==> src/rtl/multicycle_control_unit.sv <==
// Multi-cycle RV32 control FSM: fetch/decode/exec/mem/wb with an optional
// fixed-latency MUL/DIV wait state and a sticky illegal-instruction trap.
//
// Ports:
//   clk, rst         clock, async active-high reset
//   op, funct7_0     instruction bits [6:2] and bit 25 (sampled in DECODE)
//   mem_ready        memory completes the outstanding request this cycle
//   mem_req, mem_we  memory request and its write qualifier
//   ir_write,
//   pc_write         IR / PC load strobes (fetch handshake cycle)
//   branch           branch-resolve strobe (one EXEC cycle)
//   reg_write        register-file write (WB only)
//   mem_to_reg,
//   alu_src, alu_op  datapath controls registered in DECODE
//   state            current FSM state code
//   illegal          sticky illegal-instruction flag
module multicycle_control_unit #(
   parameter int M_EXT       = 1,
   parameter int MUL_LATENCY = 4
) (
   input  logic       clk,
   input  logic       rst,
   input  logic [4:0] op,
   input  logic       funct7_0,
   input  logic       mem_ready,
   output logic       mem_req,
   output logic       mem_we,
   output logic       ir_write,
   output logic       pc_write,
   output logic       branch,
   output logic       mem_to_reg,
   output logic       alu_src,
   output logic       reg_write,
   output logic [1:0] alu_op,
   output logic [2:0] state,
   output logic       illegal
);

   typedef enum logic [2:0] {
      S_FETCH   = 3'd0,
      S_DECODE  = 3'd1,
      S_EXEC    = 3'd2,
      S_MEM     = 3'd3,
      S_WB      = 3'd4,
      S_MULWAIT = 3'd5,
      S_TRAP    = 3'd6,
      S_BAD     = 3'd7
   } state_t;

   typedef enum logic [1:0] {
      C_ALU    = 2'd0,
      C_LOAD   = 2'd1,
      C_STORE  = 2'd2,
      C_BRANCH = 2'd3
   } cls_t;

   state_t     state_q, state_d;
   cls_t       cls_q, d_cls;
   logic [1:0] alu_op_q, d_alu_op;
   logic       alu_src_q, d_alu_src;
   logic       mtr_q;
   logic       illegal_q;
   logic [3:0] cnt_q;
   logic       legal, d_mul;
   logic       req_c, we_c, irw_c, pcw_c, br_c, rw_c;

   // Opcode decode; ops not listed here are illegal.
   always_comb begin
      legal     = 1'b1;
      d_cls     = C_ALU;
      d_alu_op  = 2'b00;
      d_alu_src = 1'b1;
      unique case (op)
         5'b00000: d_cls = C_LOAD;
         5'b01000: d_cls = C_STORE;
         5'b11000: begin
            d_cls     = C_BRANCH;
            d_alu_op  = 2'b01;
            d_alu_src = 1'b0;
         end
         5'b11001, 5'b11011, 5'b00101, 5'b01101: begin
         end
         5'b00100: d_alu_op = 2'b11;
         5'b01100: begin
            d_alu_op  = 2'b10;
            d_alu_src = 1'b0;
         end
         default: legal = 1'b0;
      endcase
   end

   // Without the M extension an R-type with funct7[0] set is a plain ALU op.
   assign d_mul = (M_EXT != 0) && (op == 5'b01100) && funct7_0;

   always_comb begin
      state_d = state_q;
      req_c   = 1'b0;
      we_c    = 1'b0;
      irw_c   = 1'b0;
      pcw_c   = 1'b0;
      br_c    = 1'b0;
      rw_c    = 1'b0;
      unique case (state_q)
         S_FETCH: begin
            req_c = 1'b1;
            if (mem_ready) begin
               irw_c   = 1'b1;
               pcw_c   = 1'b1;
               state_d = S_DECODE;
            end
         end
         S_DECODE: begin
            if (!legal)
               state_d = S_TRAP;
            else if (d_mul)
               state_d = S_MULWAIT;
            else
               state_d = S_EXEC;
         end
         S_EXEC: begin
            unique case (cls_q)
               C_BRANCH: begin
                  br_c    = 1'b1;
                  state_d = S_FETCH;
               end
               C_LOAD, C_STORE: state_d = S_MEM;
               default: state_d = S_WB;
            endcase
         end
         S_MEM: begin
            req_c = 1'b1;
            we_c  = (cls_q == C_STORE);
            if (mem_ready)
               state_d = (cls_q == C_LOAD) ? S_WB : S_FETCH;
         end
         S_WB: begin
            rw_c    = 1'b1;
            state_d = S_FETCH;
         end
         S_MULWAIT: begin
            if (cnt_q == 4'd0)
               state_d = S_WB;
         end
         S_TRAP: state_d = S_TRAP;
         default: state_d = S_TRAP;
      endcase
   end

   always_ff @(posedge clk or posedge rst) begin
      if (rst) begin
         state_q   <= S_FETCH;
         cls_q     <= C_ALU;
         alu_op_q  <= 2'b00;
         alu_src_q <= 1'b0;
         mtr_q     <= 1'b0;
         illegal_q <= 1'b0;
         cnt_q     <= 4'd0;
      end else begin
         state_q   <= state_d;
         illegal_q <= illegal_q | (state_d == S_TRAP);
         if (state_q == S_DECODE && legal) begin
            cls_q     <= d_cls;
            alu_op_q  <= d_alu_op;
            alu_src_q <= d_alu_src;
            mtr_q     <= (d_cls == C_LOAD);
         end
         // Loaded with L-1 so that MULWAIT lasts exactly L cycles.
         if (state_q == S_DECODE && legal && d_mul)
            cnt_q <= 4'(MUL_LATENCY - 1);
         else if (state_q == S_MULWAIT && cnt_q != 4'd0)
            cnt_q <= cnt_q - 4'd1;
      end
   end

   // Reset forces FETCH asynchronously; strobes are masked while it is held.
   assign mem_req    = req_c & ~rst;
   assign mem_we     = we_c & ~rst;
   assign ir_write   = irw_c & ~rst;
   assign pc_write   = pcw_c & ~rst;
   assign branch     = br_c & ~rst;
   assign reg_write  = rw_c & ~rst;
   assign alu_op     = alu_op_q;
   assign alu_src    = alu_src_q;
   assign mem_to_reg = mtr_q;
   assign state      = state_q;
   assign illegal    = illegal_q;

endmodule

==> config.mk <==
export PLATFORM = sky130hd
export DESIGN_NAME = multicycle_control_unit
export DESIGN_NICKNAME = d
export VERILOG_FILES = /design/src/rtl/multicycle_control_unit.sv
export SDC_FILE = /design/constraint.sdc
export NUM_CORES = 1
export LEC_CHECK = 0
export BUFFER_PORTS_ARGS = -buffer_cell sky130_fd_sc_hd__buf_4
export CAP_MARGIN = 20
export CORE_UTILIZATION = 51
export DETAILED_ROUTE_END_ITERATION = 8
export PLACE_DENSITY = 0.87
export RECOVER_POWER = 50
export SYNTH_ARGS = -nofsm -noshare
export SYNTH_HDL_FRONTEND = slang
export SYNTH_SLANG_ARGS = --single-unit
==> constraint.sdc <==
create_clock -name clk -period 2.3 [get_ports clk]
set_input_delay 0.46 -clock clk [delete_from_list [all_inputs] [get_ports clk]]
set_output_delay 0.46 -clock clk [all_outputs]
set_load 0.005 [all_outputs]
* After elaboration in Yosys (flattened, before gate mapping)
Cells that the tools add are included.
Word-level totals: output and inout bits 14, input bits 9, register bits after elaboration 14
Operators by class: bitwise operators 7, multiplexer cells 21, $add $sub $neg 1, eq/ne operators 18, reduce and logical (&&, ||, !) cells 13
Operator list (count):
- 2-to-1 mux 3 bit | 6
- one-hot mux 3 bit (6 select lines) | 1
- equality test 5 x 4 -> 1 bit, second input constant | 3
- equality test 5 bit, second input constant | 3
- one-hot mux 2 bit (3 select lines) | 2
- equality test 5 x 3 -> 1 bit, second input constant | 2
- equality test 3 bit, second input constant | 3
- 2-to-1 mux 1 bit | 9
- OR reduction 9 bit | 1
- 2-to-1 mux 4 bit | 2
- equality test 3 x 2 -> 1 bit, second input constant | 2
- one-hot mux 3 bit (2 select lines) | 1
- OR reduction 2 bit | 3
- AND 1 bit | 5
- zero test 5 bit | 1
- equality test 2 x 1 -> 1 bit, second input constant | 2
- equality test 2 bit, second input constant | 2
- logical AND 1 bit | 4
- zero test 4 bit | 1
- nonzero test 4 bit | 1
- subtractor 4 x 1 -> 4 bit, second input constant | 1
- equality test 3 x 1 -> 1 bit, second input constant | 1
- zero test 3 bit | 1
- nonzero test 2 bit | 1
- 2 further kinds | 2

* Logic depth before layout (Yosys ltp)
word-level depth 7, mapped depth 7

* Least setup slack after synthesis
OpenSTA, ideal clock, no wires.
kind flip-flop to flip-flop, from register cnt_q[0], to register cnt_q[0], setup time 131 ps, stages on the path, launching flop included 7, path buffers 0, arrival time 1479 ps, path slack 690 ps, required time 2169 ps, cells stage by stage dfrtp_1 inv_1 ha_1 or3b_1 nand4b_2 nor2_1 or3_1
Between the ends: word-level cells in the longest chain between the ends 3
RTL lines:
- start, declared | line 63 | logic [3:0] cnt_q;
- start signal, assigned | line 169 | cnt_q <= 4'(MUL_LATENCY - 1);
- start signal, assigned | line 171 | cnt_q <= cnt_q - 4'd1;
- subtractor 4 x 1 -> 4 bit / nonzero test 4 bit (equally long branches) | line 171, 170
- 2-to-1 mux 4 bit / logical AND 1 bit (equally long branches) | line 170 | else if (state_q == S_MULWAIT && cnt_q != 4'd0)
- 2-to-1 mux 4 bit / nonzero test 2 bit (equally long branches)
Parallel ways exist; a longest one is shown, timed or not. The select of a mux whose other input is x is not followed. A chain may end at the register's enable or synchronous reset.

* Worst setup path after layout
from register state_q[0] (netlist: state[0]), to output port mem_req
Between the ends: word-level cells in the longest chain between the ends 4
RTL lines:
- start, declared | line 57 | state_t state_q, state_d;
- start signal, assigned | line 159 | state_q <= state_d;
- equality test 3 x 2 -> 1 bit / zero test 3 bit (equally long branches) | line 103 | unique case (state_q)
- OR reduction 2 bit (no source line) (*)
- 2-to-1 mux 1 bit (*) | line 103
- AND 1 bit (*) | line 176 | assign mem_req = req_c & ~rst;
- end, declared | line 26 | output logic mem_req,
Every way passes the cells marked *; elsewhere a longest branch is shown, timed or not.

==> run_results.csv <==
group,metric,value,unit
yosys,ys_types,41,
cells_and_area,stdcell_count,149,
cts,cts.repair.resized,0,
yosys,netlist_area,924.6,µm²
yosys,synth-async-reset-ratio,100.0,%
cts,cts_setup_buffers,0,
flow_run,maxCapViolations,0,
timing,finalSetupViolations,0,
global_route,grt_pass1_wl,3118,µm
detailed_routing,vias_per_cell,5.302,
floorplan,start_util,54.14,%
yosys,ys_ff_latch,14,
cts,cts_hold_buf,0,
timing,grt_setup_unrepaired,"no",
yosys,synth_top_cell_by_area,"dfrtp_1",
yosys,synth.top_cells.by_count,"dfrtp_1 (14), nand2_1 (12), nor2_1 (11), inv_1 (7)",
cells_and_area,finalNetCount,139,
yosys,avgSynthCellArea,9.065,µm²
cells_and_area,layout-drive-gt1-share,26.61,%
yosys,synth-seq-area-share,37.89,%
global_route,grt_usage,22.23,%
yosys,syn_nets,116,
floorplan,io_pins,23,
status,status,"finished, final reports clean",
floorplan,dieWidth,44.58,µm
power_and_ir_drop,peakVddDrop,0.0002665,V
timing,clock.fmax,530.2,MHz
global_route,overflow,0,
cts,tritoncts,"built",
timing,period_minus_slack,1.886,ns
worst_setup_path,critPathMaxFanout,14,
power_and_ir_drop,cellPowerDensity,410.1,mW/mm²
cells_and_area,area_growth,22.06,%
cells_and_area,largest_register_ff_count,4,
yosys,yosysWarningCount,0,
power_and_ir_drop,leakagePower,0.5510,nW
detailed_routing,detail-route-antenna-nets,0,
global_route,grt_max_degree,15,
yosys,synthFlopType,"dfrtp_1",
yosys,yosysMostFrequentCell,"dfrtp_1",
yosys,synth_top_cells_by_area,"dfrtp_1 (38%), ha_1 (6.8%), nand2_1 (4.9%)",
cells_and_area,final_util,66.08,%
timing,slew_viol_final,0,
timing,finalCritPeriodShare,82.01,%
timing,worst_pin_slew,0.7272,ns
detailed_routing,wl,1894,µm
worst_setup_path,critPathKind,"reg2out",
cts,cts.path.max_buffers,2,
placement,portBuffers,22,
global_route,antenna_found_initial,0,
min_path,hold_class,"in2async",
cts,clk_pin_slew,0.08,ns
cts,numCtsBuffers,3,
cts,h-tree-depth,1,
timing,final.setup.tns,0,ns
detailed_routing,wl_per_cell,12.71,µm
detailed_routing,drc,0,
floorplan,core_area,0.001708,mm²
cts,cts_root_buffer,"clkbuf_4",
worst_setup_path,worstPathArrival,1.43,ns
detailed_routing,dr_total_vias,790,
cts,clk-insertion-delay-late,0.28,ns
worst_setup_path,cp-start-kind,"flop",
detailed_routing,drt_iter0_drc,11,
placement,dpl.hpwl,1488,µm
cells_and_area,largest-register,"cnt_q",
floorplan,die_h,44.58,µm
timing,fin_skew,0.003169,ns
detailed_routing,drtPass1Iterations,4,
yosys,synth_top_area_share,37.89,%
timing,maxSlewHeadroom,51.52,%
yosys,syn_inst,102,
cts,clock_sinks,14,
timing,finalHoldViolCount,0,
worst_setup_path,critPathCaptureType,"primary output",
floorplan,rows,15,
placement,dp_cells,145,
placement,globalplace.congestion,0.8189,
global_route,grt_pass1_vias,736,
floorplan,dieArea,0.001987,mm²
yosys,synth_edf_count,0,
worst_setup_path,required,1.84,ns
cells_and_area,antenna_cells,0,
==> kinds of logic after synthesis <==
kind of cell / count (synthesis) / synth area share [%]
simple gates: 48 / 31.12
compound gates: 19 / 14.34
flops: 14 / 37.89
buf+inv: 12 / 5.954
fa+ha+maj: 5 / 6.766
xor+xnor: 3 / 2.842
mux: 1 / 1.083
==> cell type report <==
class	count	area [µm²]
Sequential cell	14	350.3
Tap cell	25	31.28
Clock buffer	4	36.28
Multi-Input combinational cell	76	519.2
Inverter	7	26.28
Timing Repair Buffer	23	165.2
Fill cell	145	579.3
==> through the flow <==
step | total power, mW | setup slack [ns] | hold slack (ns) | instance area (µm²)
final | 0.4628 | 0.4139 | 0.3856 | 1129
after global placement | 0.2905 | 0.5777 | 0.4651 | 1100
after global routing | 0.4853 | 0.2953 | 0.3991 | 1129
after floorplan | 0.2700 | 0.6901 | 0.3545 | 924.6
after CTS | 0.4671 | 0.3966 | 0.1917 | 1136
after detailed placement | 0.2922 | 0.5106 | 0.4697 | 1100
==> cells in the final DEF, fill, tap and decap left out, types with 2 or more instances in the layout <==
cell type and instances:
xor2_1 2, dfrtp_1 14, and4b_1 2, o21ai_0 3, nand2_1 12, clkbuf_4 8
a21o_1 2, and3_1 3, inv_1 7, clkbuf_1 2, buf_4 16, ha_1 5
nand2b_1 4, nor2b_1 2, o21ai_1 5, nor2_1 11
==> metal layers <==
layer	track usage (%)	share of wire, %
met5	0	0
met4	14.55	3.1
met3	3.673	4.4
met2	37.06	49
met1	26.22	44
==> path summary, 6_finish.rpt <==
path                                        from                     to  slack, ns  depth (start not counted)
max                           state[0]$_DFF_PP0_                mem_req       0.41                          3
max reg2reg                 cnt_q[0]$_DFFE_PP0P_   cnt_q[0]$_DFFE_PP0P_       0.51                          6
max in group asynchronous                    rst   cls_q[0]$_DFFE_PP0P_       1.46                          3
min reg2reg                alu_op[0]$_DFFE_PP0P_  alu_op[0]$_DFFE_PP0P_       0.49                          2
min in group clk                           op[1]  alu_op[0]$_DFFE_PP0P_       0.40                          2
min                                          rst     state[0]$_DFF_PP0_       0.39                          3
==> power breakdown <==
part           total [mW]  switching [mW]  internal, mW  leakage, nW
Sequential          0.247        0.000624         0.247        0.170
Combinational      0.0386          0.0215        0.0171        0.360
Clock               0.177          0.0806        0.0964       0.0210
==> worst max-delay path, cell delays in order, from the launching register on <==
cell      delay (ns)
dfrtp_1         0.59
nand2b_1        0.22
and3_1          0.20
buf_4           0.13
Power figures use the tool's default switching activity.
